## config.mk

```make
export PLATFORM = sky130hd
export DESIGN_NAME = mem_arbiter_flat
export DESIGN_NICKNAME = d
export VERILOG_FILES = /design/src/rtl/mem_arb_pkg.sv /design/src/rtl/mem_arbiter_if.sv /design/src/rtl/rr_arb2.sv /design/src/rtl/mem_arbiter.sv /design/src/flat_wrapper.sv
export SDC_FILE = /design/constraint.sdc
export NUM_CORES = 1
export LEC_CHECK = 0
export BUFFER_PORTS_ARGS = -buffer_cell sky130_fd_sc_hd__buf_2
export CAP_MARGIN = 5
export CORE_MARGIN = 2
export CORE_UTILIZATION = 41
export DETAILED_ROUTE_END_ITERATION = 7
export PLACE_DENSITY = 0.83
export SLEW_MARGIN = 20
export SYNTH_ARGS = -nofsm -noshare
export SYNTH_HDL_FRONTEND = slang
export SYNTH_HIERARCHICAL = 1
export SYNTH_SLANG_ARGS = --single-unit
export TNS_END_PERCENT = 50
```

## constraint.sdc

```tcl
create_clock -name clk -period 1.6 [get_ports clk]
set_input_delay 0.48 -clock clk [delete_from_list [all_inputs] [get_ports clk]]
set_output_delay 0.48 -clock clk [all_outputs]
set_load 0.005 [all_outputs]
```

## src/rtl/mem_arb_pkg.sv

```systemverilog
// Shared encodings for the two-master RAM arbiter.
package mem_arb_pkg;

  // Master command encodings (2'b11 is treated as no request)
  localparam logic [1:0] MNONE  = 2'b00;
  localparam logic [1:0] MREAD  = 2'b01;
  localparam logic [1:0] MWRITE = 2'b10;

  // FSM state encoding
  localparam logic [1:0] ST_IDLE   = 2'd0;
  localparam logic [1:0] ST_ACCESS = 2'd1;
  localparam logic [1:0] ST_RESP   = 2'd2;

  // Owner / grant index
  localparam logic OWN_CPU = 1'b0;
  localparam logic OWN_EXT = 1'b1;

  // A command is a request only when it is READ or WRITE.
  function automatic logic is_req(input logic [1:0] cmd);
    return (cmd == MREAD) || (cmd == MWRITE);
  endfunction

endpackage

```

## src/rtl/mem_arbiter_if.sv

```systemverilog
// Bundles the CPU, loader and RAM sides of the arbiter.
interface mem_arbiter_if #(
  parameter int unsigned AW = 9,
  parameter int unsigned DW = 16
);
  logic [1:0]    cpu_mem_cmd;
  logic [AW-1:0] cpu_mem_addr;
  logic [DW-1:0] cpu_w_data;
  logic [DW-1:0] cpu_r_data;
  logic          cpu_ack;

  logic [1:0]    ext_mem_cmd;
  logic [AW-1:0] ext_mem_addr;
  logic [DW-1:0] ext_w_data;
  logic [DW-1:0] ext_r_data;
  logic          ext_ack;

  logic [AW-1:0] ram_addr;
  logic          ram_write;
  logic [DW-1:0] ram_din;
  logic [DW-1:0] ram_dout;

  logic          busy;
  logic          owner;

  // Arbiter side
  modport slave (
    input  cpu_mem_cmd, cpu_mem_addr, cpu_w_data,
    input  ext_mem_cmd, ext_mem_addr, ext_w_data,
    input  ram_dout,
    output cpu_r_data, cpu_ack, ext_r_data, ext_ack,
    output ram_addr, ram_write, ram_din, busy, owner
  );

  // Environment side: both masters plus the RAM
  modport master (
    output cpu_mem_cmd, cpu_mem_addr, cpu_w_data,
    output ext_mem_cmd, ext_mem_addr, ext_w_data,
    output ram_dout,
    input  cpu_r_data, cpu_ack, ext_r_data, ext_ack,
    input  ram_addr, ram_write, ram_din, busy, owner
  );
endinterface

```

## src/rtl/rr_arb2.sv

```systemverilog
// Combinational two-way round-robin pick; the last-grant state lives in the caller.
module rr_arb2 (
  input  logic [1:0] req,
  input  logic       last,
  output logic       gnt,
  output logic       valid
);

  // Lone requester wins; on a tie the one not granted last wins
  always_comb begin
    gnt = 1'b0;
    case (req)
      2'b01:   gnt = 1'b0;
      2'b10:   gnt = 1'b1;
      2'b11:   gnt = ~last;
      default: gnt = 1'b0;
    endcase
    valid = |req;
  end

endmodule

```

## src/rtl/mem_arbiter.sv

```systemverilog
// Shares one single-port RAM between the CPU and the loader through a 3-state FSM.
module mem_arbiter
  import mem_arb_pkg::*;
#(
  parameter int unsigned AW = 9,
  parameter int unsigned DW = 16
) (
  input logic          clk,
  input logic          reset,
  mem_arbiter_if.slave bus
);

  logic [1:0]    state_q, state_d;
  logic [1:0]    cmd_q;
  logic [AW-1:0] addr_q;
  logic [DW-1:0] wdata_q;
  logic          owner_q;
  logic          last_q;
  logic [DW-1:0] cpu_rdata_q;
  logic [DW-1:0] ext_rdata_q;

  logic [1:0]    req;
  logic          gnt;
  logic          gnt_valid;
  logic          grant;

  assign req   = {is_req(bus.ext_mem_cmd), is_req(bus.cpu_mem_cmd)};
  assign grant = (state_q == ST_IDLE) && gnt_valid;

  rr_arb2 u_rr_arb2 (
    .req   (req),
    .last  (last_q),
    .gnt   (gnt),
    .valid (gnt_valid)
  );

  // Next-state: IDLE waits for a grant, ACCESS and RESP always advance
  always_comb begin
    state_d = state_q;
    case (state_q)
      ST_IDLE:   if (gnt_valid) state_d = ST_ACCESS;
      ST_ACCESS: state_d = ST_RESP;
      ST_RESP:   state_d = ST_IDLE;
      default:   state_d = ST_IDLE;
    endcase
  end

  // FSM state register
  always_ff @(posedge clk) begin
    if (!reset) state_q <= ST_IDLE;
    else        state_q <= state_d;
  end

  // Latch the winner's request; inputs are ignored until the next IDLE
  always_ff @(posedge clk) begin
    if (!reset) begin
      cmd_q   <= MNONE;
      addr_q  <= '0;
      wdata_q <= '0;
      owner_q <= OWN_CPU;
      last_q  <= 1'b1;
    end else if (grant) begin
      cmd_q   <= gnt ? bus.ext_mem_cmd  : bus.cpu_mem_cmd;
      addr_q  <= gnt ? bus.ext_mem_addr : bus.cpu_mem_addr;
      wdata_q <= gnt ? bus.ext_w_data   : bus.cpu_w_data;
      owner_q <= gnt;
      last_q  <= gnt;
    end
  end

  // Capture RAM read data for the owner at the end of RESP
  always_ff @(posedge clk) begin
    if (!reset) begin
      cpu_rdata_q <= '0;
      ext_rdata_q <= '0;
    end else if (state_q == ST_RESP && cmd_q == MREAD) begin
      if (owner_q == OWN_EXT) ext_rdata_q <= bus.ram_dout;
      else                    cpu_rdata_q <= bus.ram_dout;
    end
  end

  // Write enable and acks are gated by reset so an aborted access has no effect
  assign bus.ram_addr   = addr_q;
  assign bus.ram_din    = wdata_q;
  assign bus.ram_write  = reset && (state_q == ST_ACCESS) && (cmd_q == MWRITE);
  assign bus.cpu_ack    = reset && (state_q == ST_RESP) && (owner_q == OWN_CPU);
  assign bus.ext_ack    = reset && (state_q == ST_RESP) && (owner_q == OWN_EXT);
  assign bus.cpu_r_data = cpu_rdata_q;
  assign bus.ext_r_data = ext_rdata_q;
  assign bus.busy       = (state_q != ST_IDLE);
  assign bus.owner      = owner_q;

endmodule

```

## src/flat_wrapper.sv

```systemverilog
// flat-port wrapper written by rule: the top's interface ports become plain ports
module mem_arbiter_flat import mem_arb_pkg::*;
#(
  parameter int unsigned AW = 9,
  parameter int unsigned DW = 16
)
  (clk, reset, bus_cpu_mem_cmd, bus_cpu_mem_addr, bus_cpu_w_data, bus_ext_mem_cmd, bus_ext_mem_addr, bus_ext_w_data, bus_ram_dout, bus_cpu_r_data, bus_cpu_ack, bus_ext_r_data, bus_ext_ack, bus_ram_addr, bus_ram_write, bus_ram_din, bus_busy, bus_owner);
  mem_arbiter_if #(.AW(AW), .DW(DW)) bus_i ();
  input logic clk;
  input logic reset;
  input wire logic [$bits(bus_i.cpu_mem_cmd)-1:0] bus_cpu_mem_cmd;
  input wire logic [$bits(bus_i.cpu_mem_addr)-1:0] bus_cpu_mem_addr;
  input wire logic [$bits(bus_i.cpu_w_data)-1:0] bus_cpu_w_data;
  input wire logic [$bits(bus_i.ext_mem_cmd)-1:0] bus_ext_mem_cmd;
  input wire logic [$bits(bus_i.ext_mem_addr)-1:0] bus_ext_mem_addr;
  input wire logic [$bits(bus_i.ext_w_data)-1:0] bus_ext_w_data;
  input wire logic [$bits(bus_i.ram_dout)-1:0] bus_ram_dout;
  output wire logic [$bits(bus_i.cpu_r_data)-1:0] bus_cpu_r_data;
  output wire logic [$bits(bus_i.cpu_ack)-1:0] bus_cpu_ack;
  output wire logic [$bits(bus_i.ext_r_data)-1:0] bus_ext_r_data;
  output wire logic [$bits(bus_i.ext_ack)-1:0] bus_ext_ack;
  output wire logic [$bits(bus_i.ram_addr)-1:0] bus_ram_addr;
  output wire logic [$bits(bus_i.ram_write)-1:0] bus_ram_write;
  output wire logic [$bits(bus_i.ram_din)-1:0] bus_ram_din;
  output wire logic [$bits(bus_i.busy)-1:0] bus_busy;
  output wire logic [$bits(bus_i.owner)-1:0] bus_owner;
  assign bus_i.cpu_mem_cmd = bus_cpu_mem_cmd;
  assign bus_i.cpu_mem_addr = bus_cpu_mem_addr;
  assign bus_i.cpu_w_data = bus_cpu_w_data;
  assign bus_i.ext_mem_cmd = bus_ext_mem_cmd;
  assign bus_i.ext_mem_addr = bus_ext_mem_addr;
  assign bus_i.ext_w_data = bus_ext_w_data;
  assign bus_i.ram_dout = bus_ram_dout;
  assign bus_cpu_r_data = bus_i.cpu_r_data;
  assign bus_cpu_ack = bus_i.cpu_ack;
  assign bus_ext_r_data = bus_i.ext_r_data;
  assign bus_ext_ack = bus_i.ext_ack;
  assign bus_ram_addr = bus_i.ram_addr;
  assign bus_ram_write = bus_i.ram_write;
  assign bus_ram_din = bus_i.ram_din;
  assign bus_busy = bus_i.busy;
  assign bus_owner = bus_i.owner;
  mem_arbiter #(.AW(AW), .DW(DW)) u_core (.clk(clk), .reset(reset), .bus(bus_i));
endmodule
```

# Word level (Yosys, flattened, before mapping)
# Cells that the tools add are included.
[classes]
mux = 6
reduce_logical = 14
n_bitwise = 2
eq_ne = 11
[op_table]
columns = ["op", "count"]
rows = [
  ["$mux 16", 1],
  ["$eq 2x2->1 const B", 6],
  ["$mux 9", 1],
  ["$eq 2x1->1 const B", 4],
  ["$logic_and 1x1->1", 7],
  ["$mux 2", 2],
  ["$pmux 2 s2", 1],
  ["$reduce_and 2->1", 2],
  ["$logic_not 2->1", 1],
  ["$logic_or 1x1->1", 2],
  ["$ne 2x1->1 const B", 1],
  ["$not 1->1", 2],
  ["$pmux 1 s2", 1],
  ["$reduce_bool 2->1", 1],
  ["$reduce_or 2->1", 1],
]
[totals]
in_bits = 72
out_inout_bits = 62
word_cells = 41
regBits = 63

# Logic depth before layout (Yosys ltp)
# Gate-level depths: netlist of run 1.
[depth]
word_depth = 5
mapped_depth = 7

# Cells and area by module
# The synthesis of run 1 kept the hierarchy.
[modules_own_cells]
columns = ["module", "cells_per_inst", "instances", "seq_area_each_um2", "area_per_inst_um2"]
rows = [
  ["mem_arbiter", 265, 1, 1261.2, 2677.6],
  ["rr_arb2", 2, 1, 0.0, 13.8],
]

# Worst setup path before layout of run 1
# Ideal clock, no wire load.
[synth_path]
path_type = "in2reg"
start = "input port bus_ext_mem_cmd[1]"
end = "register u_core.wdata_q[10], in the netlist u_core/bus.ram_din[10]"
arrival_ns = 1.615
required_ns = 1.484
path_buffers = 2
slack_ns = -0.131
path_stages = 7
path_cell_list = "xor2_1 -> a21boi_1 -> buf_2 -> buf_4 -> mux2i_1 -> nand2_1 -> o211a_1"
[synth_via]
elab_chain_len = 5
elab_cells_between_ends = 9
[synth_lines]
columns = ["item", "line_no", "text"]
rows = [
  ["start, declared", "flat_wrapper.sv:14", "input wire logic [$bits(bus_i.ext_mem_cmd)-1:0] bus_ext_mem_cmd;"],
  ["$eq 2x1->1 / $eq 2x2->1 (equally long branches)", "mem_arb_pkg.sv:20", "return (cmd == MREAD) || (cmd == MWRITE);"],
  ["$logic_or 1x1->1 *", "mem_arb_pkg.sv:20", ""],
  ["$eq 2x2->1", "rr_arb2.sv:12", "case (req)"],
  ["$pmux 1 s2 *", "rr_arb2.sv:12", ""],
  ["via u_core.gnt", "mem_arbiter.sv:23", "logic gnt;"],
  ["$mux 16 *", "mem_arbiter.sv:65", "wdata_q <= gnt ? bus.ext_w_data : bus.cpu_w_data;"],
  ["end signal, assigned", "mem_arbiter.sv:65", ""],
  ["end, declared", "mem_arbiter.sv:16", "logic [DW-1:0] wdata_q;"],
]
# The timed path passes the listed nets; every way through them passes the cells marked *.
# A chain may end at the register's enable or synchronous reset.

# Final worst setup path of run 1
[layout_path]
start = "register u_core.state_q[1]"
end = "output port bus_busy"
[layout_via]
elab_chain_len = 1
[layout_lines]
columns = ["item", "line_no", "text"]
rows = [
  ["start, declared", "mem_arbiter.sv:13", "logic [1:0] state_q, state_d;"],
  ["start signal, assigned", "mem_arbiter.sv:51", "else state_q <= state_d;"],
  ["$reduce_bool 2->1", "mem_arbiter.sv:90", "assign bus.busy = (state_q != ST_IDLE);"],
  ["end, declared", "flat_wrapper.sv:25", "output wire logic [$bits(bus_i.busy)-1:0] bus_busy;"],
]
# Every way passes these cells.

==> impl_metrics.toml, run 1 <==
[run_status]
outcome = "complete, but fails checks"
violations = "setup timing"

[final_layout]
area_growth_syn_to_layout_pct = 37.9
instances_no_fill = 489
drive_above_1_share = 0.422
final_common_cell = "buf_2"
nNetsFinal = 479
fillCellCount = 566
layout.cell_area.non_filler_mm2 = 0.00371
multi_input_area_mm2 = 0.00132
final-seq-area_mm2 = 0.00127
antenna-diode-count = 0
layout_common_cells = "buf_2, nand2_1, dfxtp_1, mux2i_1, o211a_1"

[floorplan]
dieArea_mm2 = 0.00723
core_area_mm2 = 0.00635
die_x_um = 85.0
fp-row-count = 29
fp.dieH_um = 85.0
io_pins = 134
initial_core_util = 0.424

[sta]
finalHoldViolations = 0
setup_ws_ps = -24.5
fin_crit_sh = 1.02
drv_slew = 0
fin_crit_ps = 1620
rsz0062_at_grt = "true"
tightest_slew_ps = 383
finClkSkew_ps = 4.45
timing.slew.headroom = 0.745
clock.fmax_mhz = 616
setup_viol = 3

[worst_hold_path]
holdPathStages = 3
hold_end = "u_core/bus.cpu_r_data[3]"
hold_class = "primary input to flip-flop"
hold_start = "bus_ram_dout[3]"

[routing]
viasPerCell = 4.95
drt_first_iter_violations = 35
via_count = 2419
firstDrtPassIters = 4
routed_wl_mm = 6.17
drcViolationCount = 0
detail-route-antenna-nets = 0
wl_per_cell_um = 12.6

[power]
ir_drop_mv = 0.667
power_density_mw_per_mm2 = 1050
p_leak_nw = 2.11
power_mw = 3.89

[worst_setup_path]
endpoint_kind = "output port"
cp-start-kind = "flip-flop"
worstPathMaxFanout = 4
cpPeakStageDelay_ps = 360
criticalPathCategory = "flip-flop to output port"
rr_startpoint = "u_core/state_q[1]"
path_buf_inv = 2
crit_chain = "buf_4 > or2_1 > buf_2"
cp.required_ps = 1120
reg2reg_setup_slack_ps = 150
startpoint = "u_core/state_q[1]"
timing.rr.end = "u_core/bus.ram_addr[3]"
arrival_ps = 1140
cp_top_family = "flip-flops"
critPathSlowestCell = "dfxtp_4"
reg2reg_depth = 6

[placement]
port_buffers = 133
gp_congestion = 0.745
placed_cells = 468
pre_cts_slack_ps = -231
hpwl_mm = 4.57
placed_area_mm2 = 0.00346

[job]
maxCapViolCount = 0

[cts]
numCtsBuffers = 9
clk_pin_slew_ps = 70
cts_tree = "done"
htree_levels = 3
cts_sinks = 63
ctsHoldBuffers = 0
cts_buffer_depth = 2
clock-root-buffer = "clkbuf_8"
clk_latency_ps = 330

[yosys]
synth_area_mm2 = 0.00269
netlist_top_cells_area = "dfxtp_1, mux2i_1, nand2_1, o211a_1, clkbuf_1"
ys_ff_latch = 63
synth_cell_types = 22
yosysTopAreaCell = "dfxtp_1"
syn_area_per_cell_um2 = 10.1
synthCells = 267
yosysWarnings = 6
yosysSeqAreaShare = 0.469
synth_fp_nets = 339
yosysTopAreaCellShare = 0.469

[global_route]
antenna_found_initial = 0
track_usage = 0.175
grt_pass1_wl_mm = 10.1
grt_pass1_vias = 2390
grt_start_max_net_pins = 43
overflow = 0
how the worst max path moves through the flow:
stage                                  end  slack [ps]  depth (start not counted)
global route                   bus_cpu_ack        -100                          4
global placement    u_core/bus.ram_addr[5]        -180                          7
finish                            bus_busy         -20                          3
detailed placement  u_core/bus.ram_addr[3]        -230                          7
CTS                            bus_ext_ack         -40                          3
floorplan                      bus_cpu_ack         -40                          4
area by class of cell:
cell class                 count  share of cell area
clock buffer                  10              0.0371
clock inverter                 6              0.0162
multi-input combinational    182               0.357
sequential                    63               0.342
tap                           77              0.0260
timing repair buffer         151               0.222
through the flow:
stage / utilization / TNS (ps) / hold WS [ps]
3_5_place_dp: 0.544 / -5990 / 450
6_report: 0.585 / -38.2 / 416
2_1_floorplan: - / -44.2 / 443
5_1_grt: 0.585 / -305 / 409
3_3_place_gp: 0.544 / -4740 / 439
4_1_cts: 0.581 / -154 / 402
cells by family after synthesis:
group	Yosys count	share of synthesized area
simple gates	92	0.148
flops	63	0.469
mux	59	0.219
compound gates	29	0.106
buf+inv	22	0.0511
xor+xnor	2	0.00651
worst register-to-register path: cells and delay by family, from the launching register on:
family	cells	cell delay, ps
flops	1	360
buf+inv	3	490
compound gates	1	130
simple gates	2	360
registers in the layout (all words and copies together) (netlist names):
signal	flops
u_core/bus.owner	1
u_core/bus.ram_addr	9
u_core/bus.ram_din	16
u_core/bus.cpu_r_data	16
u_core/cmd_q	2
u_core/last_q	1
u_core/state_q	2
u_core/bus.ext_r_data	16
cells in the mapped netlist:
cell type  instances
nand2_1           78
dfxtp_1           63
mux2i_1           59
o211a_1           27
clkbuf_1          11
buf_2              4
buf_4              3
buf_6              3
a21boi_1           2
nand2b_1           2
nor2_1             2
or2_1              2
xor2_1             2
and2_1             1
and3_1             1
and4bb_1           1
buf_12             1
nand3_1            1
nand4b_1           1
nor2b_4            1
nor3b_2            1
nor4b_1            1
power by group:
part | switching (mW) | total [mW] | internal, mW
logic | 0.359 | 0.768 | 0.409
clock network | 0.602 | 1.36 | 0.753
registers | 0.0734 | 1.77 | 1.70
timing repair:
action	4_1_cts	5_1_grt
endpoints found under the setup margin	3	21
pin swaps	1	0
gates resized for setup	5	1
buffers inserted	3	2
per-layer routing:
layer	vias up	track usage	part of all wire
li1	1198	-	-
met4	0	0.0895	0.021
met5	-	0	0
met2	76	0.309	0.50
met1	1133	0.193	0.42
met3	12	0.0428	0.060
Power figures use the tool's default switching activity.
==> run 2, diff against run 1 <==
--- a/config.mk
+++ b/config.mk
@@ -7,8 +7,10 @@
 export LEC_CHECK = 0
 export BUFFER_PORTS_ARGS = -buffer_cell sky130_fd_sc_hd__buf_2
 export CAP_MARGIN = 5
-export CORE_MARGIN = 2
-export CORE_UTILIZATION = 41
+export CELL_PAD_IN_SITES_DETAIL_PLACEMENT = 1
+export CELL_PAD_IN_SITES_GLOBAL_PLACEMENT = 1
+export CORE_MARGIN = 3
+export CORE_UTILIZATION = 30
 export DETAILED_ROUTE_END_ITERATION = 7
 export PLACE_DENSITY = 0.83
 export SLEW_MARGIN = 20
==> run 2 against run 1 <==
  * The flow still finishes with violations (setup timing)
  * Fmax decreased by 5.2%
  * Cell count up 5.5%
  * Cell area up 2.6%
  * Sequential power is essentially flat
  * Worst hold slack gained 1.9 ps
  * Die area up 40%
  * Clock skew up 3.9 ps
  * Non-clock buffer count shrank 1
  * Via count increased by 0.29%
  * Sequential share of layout area fell by 0.88 points
  * Setup slack lost 90 ps
  * Register-to-register slack worse by 130 ps
==> impl_metrics.toml, run 2 (synthesized netlist as in run 1, its figures left out) <==
[sta]
finClkSkew_ps = 8.38
tightest_slew_ps = 524
fin_crit_ps = 1710
setup_viol = 4
setup_ws_ps = -114
drv_slew = 0
clock.fmax_mhz = 583
tns_ps = -236
finalHoldViolations = 0
fin_crit_sh = 1.07
timing.slew.headroom = 0.651
rsz0062_at_grt = "true"

[worst_setup_path]
cp_common_cell = "buf_6"
cp.required_ps = 1120
cp_top_family = "flip-flops"
critPathSlowestCell = "dfxtp_4"
startpoint = "u_core/state_q[0]"
timing.rr.end = "u_core/last_q"
endpoint_kind = "output port"
crit_chain = "buf_6 > nor2b_4 > and3_4 > buf_6"
criticalPathCategory = "flip-flop to output port"
worst-path-stages = 4
arrival_ps = 1230
path_buf_inv = 2
reg2reg_setup_slack_ps = 20
cpPeakStageDelay_ps = 360
worstPathMaxFanout = 4
rr_startpoint = "u_core/state_q[0]"
reg2reg_depth = 7
cp-start-kind = "flip-flop"

[cts]
clock-root-buffer = "clkbuf_8"
clk_latency_ps = 330
clk_pin_slew_ps = 70
ctsHoldBuffers = 0
htree_levels = 3
cts_buffer_depth = 2
cts_tree = "done"
cts_sinks = 63
numCtsBuffers = 9

[final_layout]
area_growth_syn_to_layout_pct = 41.6
final_common_cell = "buf_2"
layout_common_cells = "buf_2, nand2_1, dfxtp_1, mux2i_1, o211a_1"
multi_input_area_mm2 = 0.00134
instances_no_fill = 516
layout.cell_area.non_filler_mm2 = 0.00381
utilization = 0.450
antenna-diode-count = 0
drive_above_1_share = 0.423
final-seq-area_mm2 = 0.00127
nNetsFinal = 478
fillCellCount = 1000

[power]
clockPowerShare = 0.367
comb_power_share = 0.198
power_density_mw_per_mm2 = 1070
ir_drop_mv = 0.478
switchingPower_mw = 1.08
p_int_mw = 3.00
p_leak_nw = 2.13
power_mw = 4.08
pwr-share-seq = 0.435
swShare = 0.265

[global_route]
grt_pass1_vias = 2640
overflow = 0
grt_start_max_net_pins = 55
grt_pass1_wl_mm = 12.7
antenna_found_initial = 0
track_usage = 0.158

[worst_hold_path]
hold_class = "primary input to flip-flop"
holdPathStages = 3
hold_end = "u_core/bus.ext_r_data[12]"
hold_start = "bus_ram_dout[12]"

[job]
maxCapViolCount = 0

[run_status]
violations = "setup timing"
outcome = "complete, but fails checks"

[floorplan]
initial_core_util = 0.318
fp-row-count = 33
io_pins = 134
fp.dieH_um = 101
dieArea_mm2 = 0.0101
core_area_mm2 = 0.00846
die_x_um = 101

[routing]
viasPerCell = 4.70
via_count = 2426
detail-route-antenna-nets = 0
drcViolationCount = 0
firstDrtPassIters = 3
drt_first_iter_violations = 37
routed_wl_mm = 7.80
wl_per_cell_um = 15.1

[placement]
hpwl_mm = 5.88
port_buffers = 133
gp_congestion = 0.712
placed_area_mm2 = 0.00352
placed_cells = 497
## run 2: cell types whose count changed in the layout (fill, tap and decap cells not counted), sizes merged
cell	change
bufinv	+1
buf	-1
clkinv	-1
## run 2: cell type report
type / instances / share of cell area
flip-flops and latches: 63 / 0.333
well taps: 105 / 0.0345
clock buffers: 10 / 0.0335
repair buffers: 150 / 0.225
multi-input cells: 182 / 0.352
clock inverters: 6 / 0.0223
## run 2: how the worst max path moves through the flow
stage	endpoint	slack (ps)
floorplan	bus_cpu_ack	-40
global placement	u_core/bus.ram_din[5]	-170
detailed placement	u_core/bus.ram_din[8]	-240
CTS	bus_ext_ack	-110
global route	bus_ext_ack	-160
finish	bus_ext_ack	-110
## run 2: layer usage
layer  vias to the layer above  wire, um  GRT usage
met1                      1161      2940      0.167
met4                         0       123     0.0642
met2                        59      4360      0.301
li1                       1196         -          -
met3                        10       364     0.0298
met5                         -         0          0
## run 2: what timing repair did
| item | in CTS | in global routing |
|---|---|---|
| pin swaps | 3 | 2 |
| setup buffers | 2 | 1 |
| gates resized for setup | 8 | 5 |
| endpoints found under the setup margin | 3 | 4 |
## run 2: worst register-to-register path, stage by stage (launching register included)
cell	delay, ps
dfxtp_4	360
buf_6	120
buf_4	120
buf_4	130
nor3b_4	320
buf_12	210
nand2b_1	120
nand3_1	70
## run 2: power by group through the flow
stage | combinational [mW] | clock (mW) | sequential (mW)
4_1_cts | 0.812 | 1.55 | 1.78
5_1_grt | 0.894 | 1.63 | 1.79
3_3_place_gp | 0.756 | 0 | 1.80
6_report | 0.810 | 1.50 | 1.78
3_5_place_dp | 0.789 | 0 | 1.81
2_1_floorplan | 0.452 | 0 | 1.81
## run 2: stage by stage
step                      worst slack, ps  hold WS (ps)
after floorplan                     -44.2           443
after global placement               -169           441
after detailed placement             -237           451
after CTS                            -111           400
after global routing                 -161           416
final                                -114           418
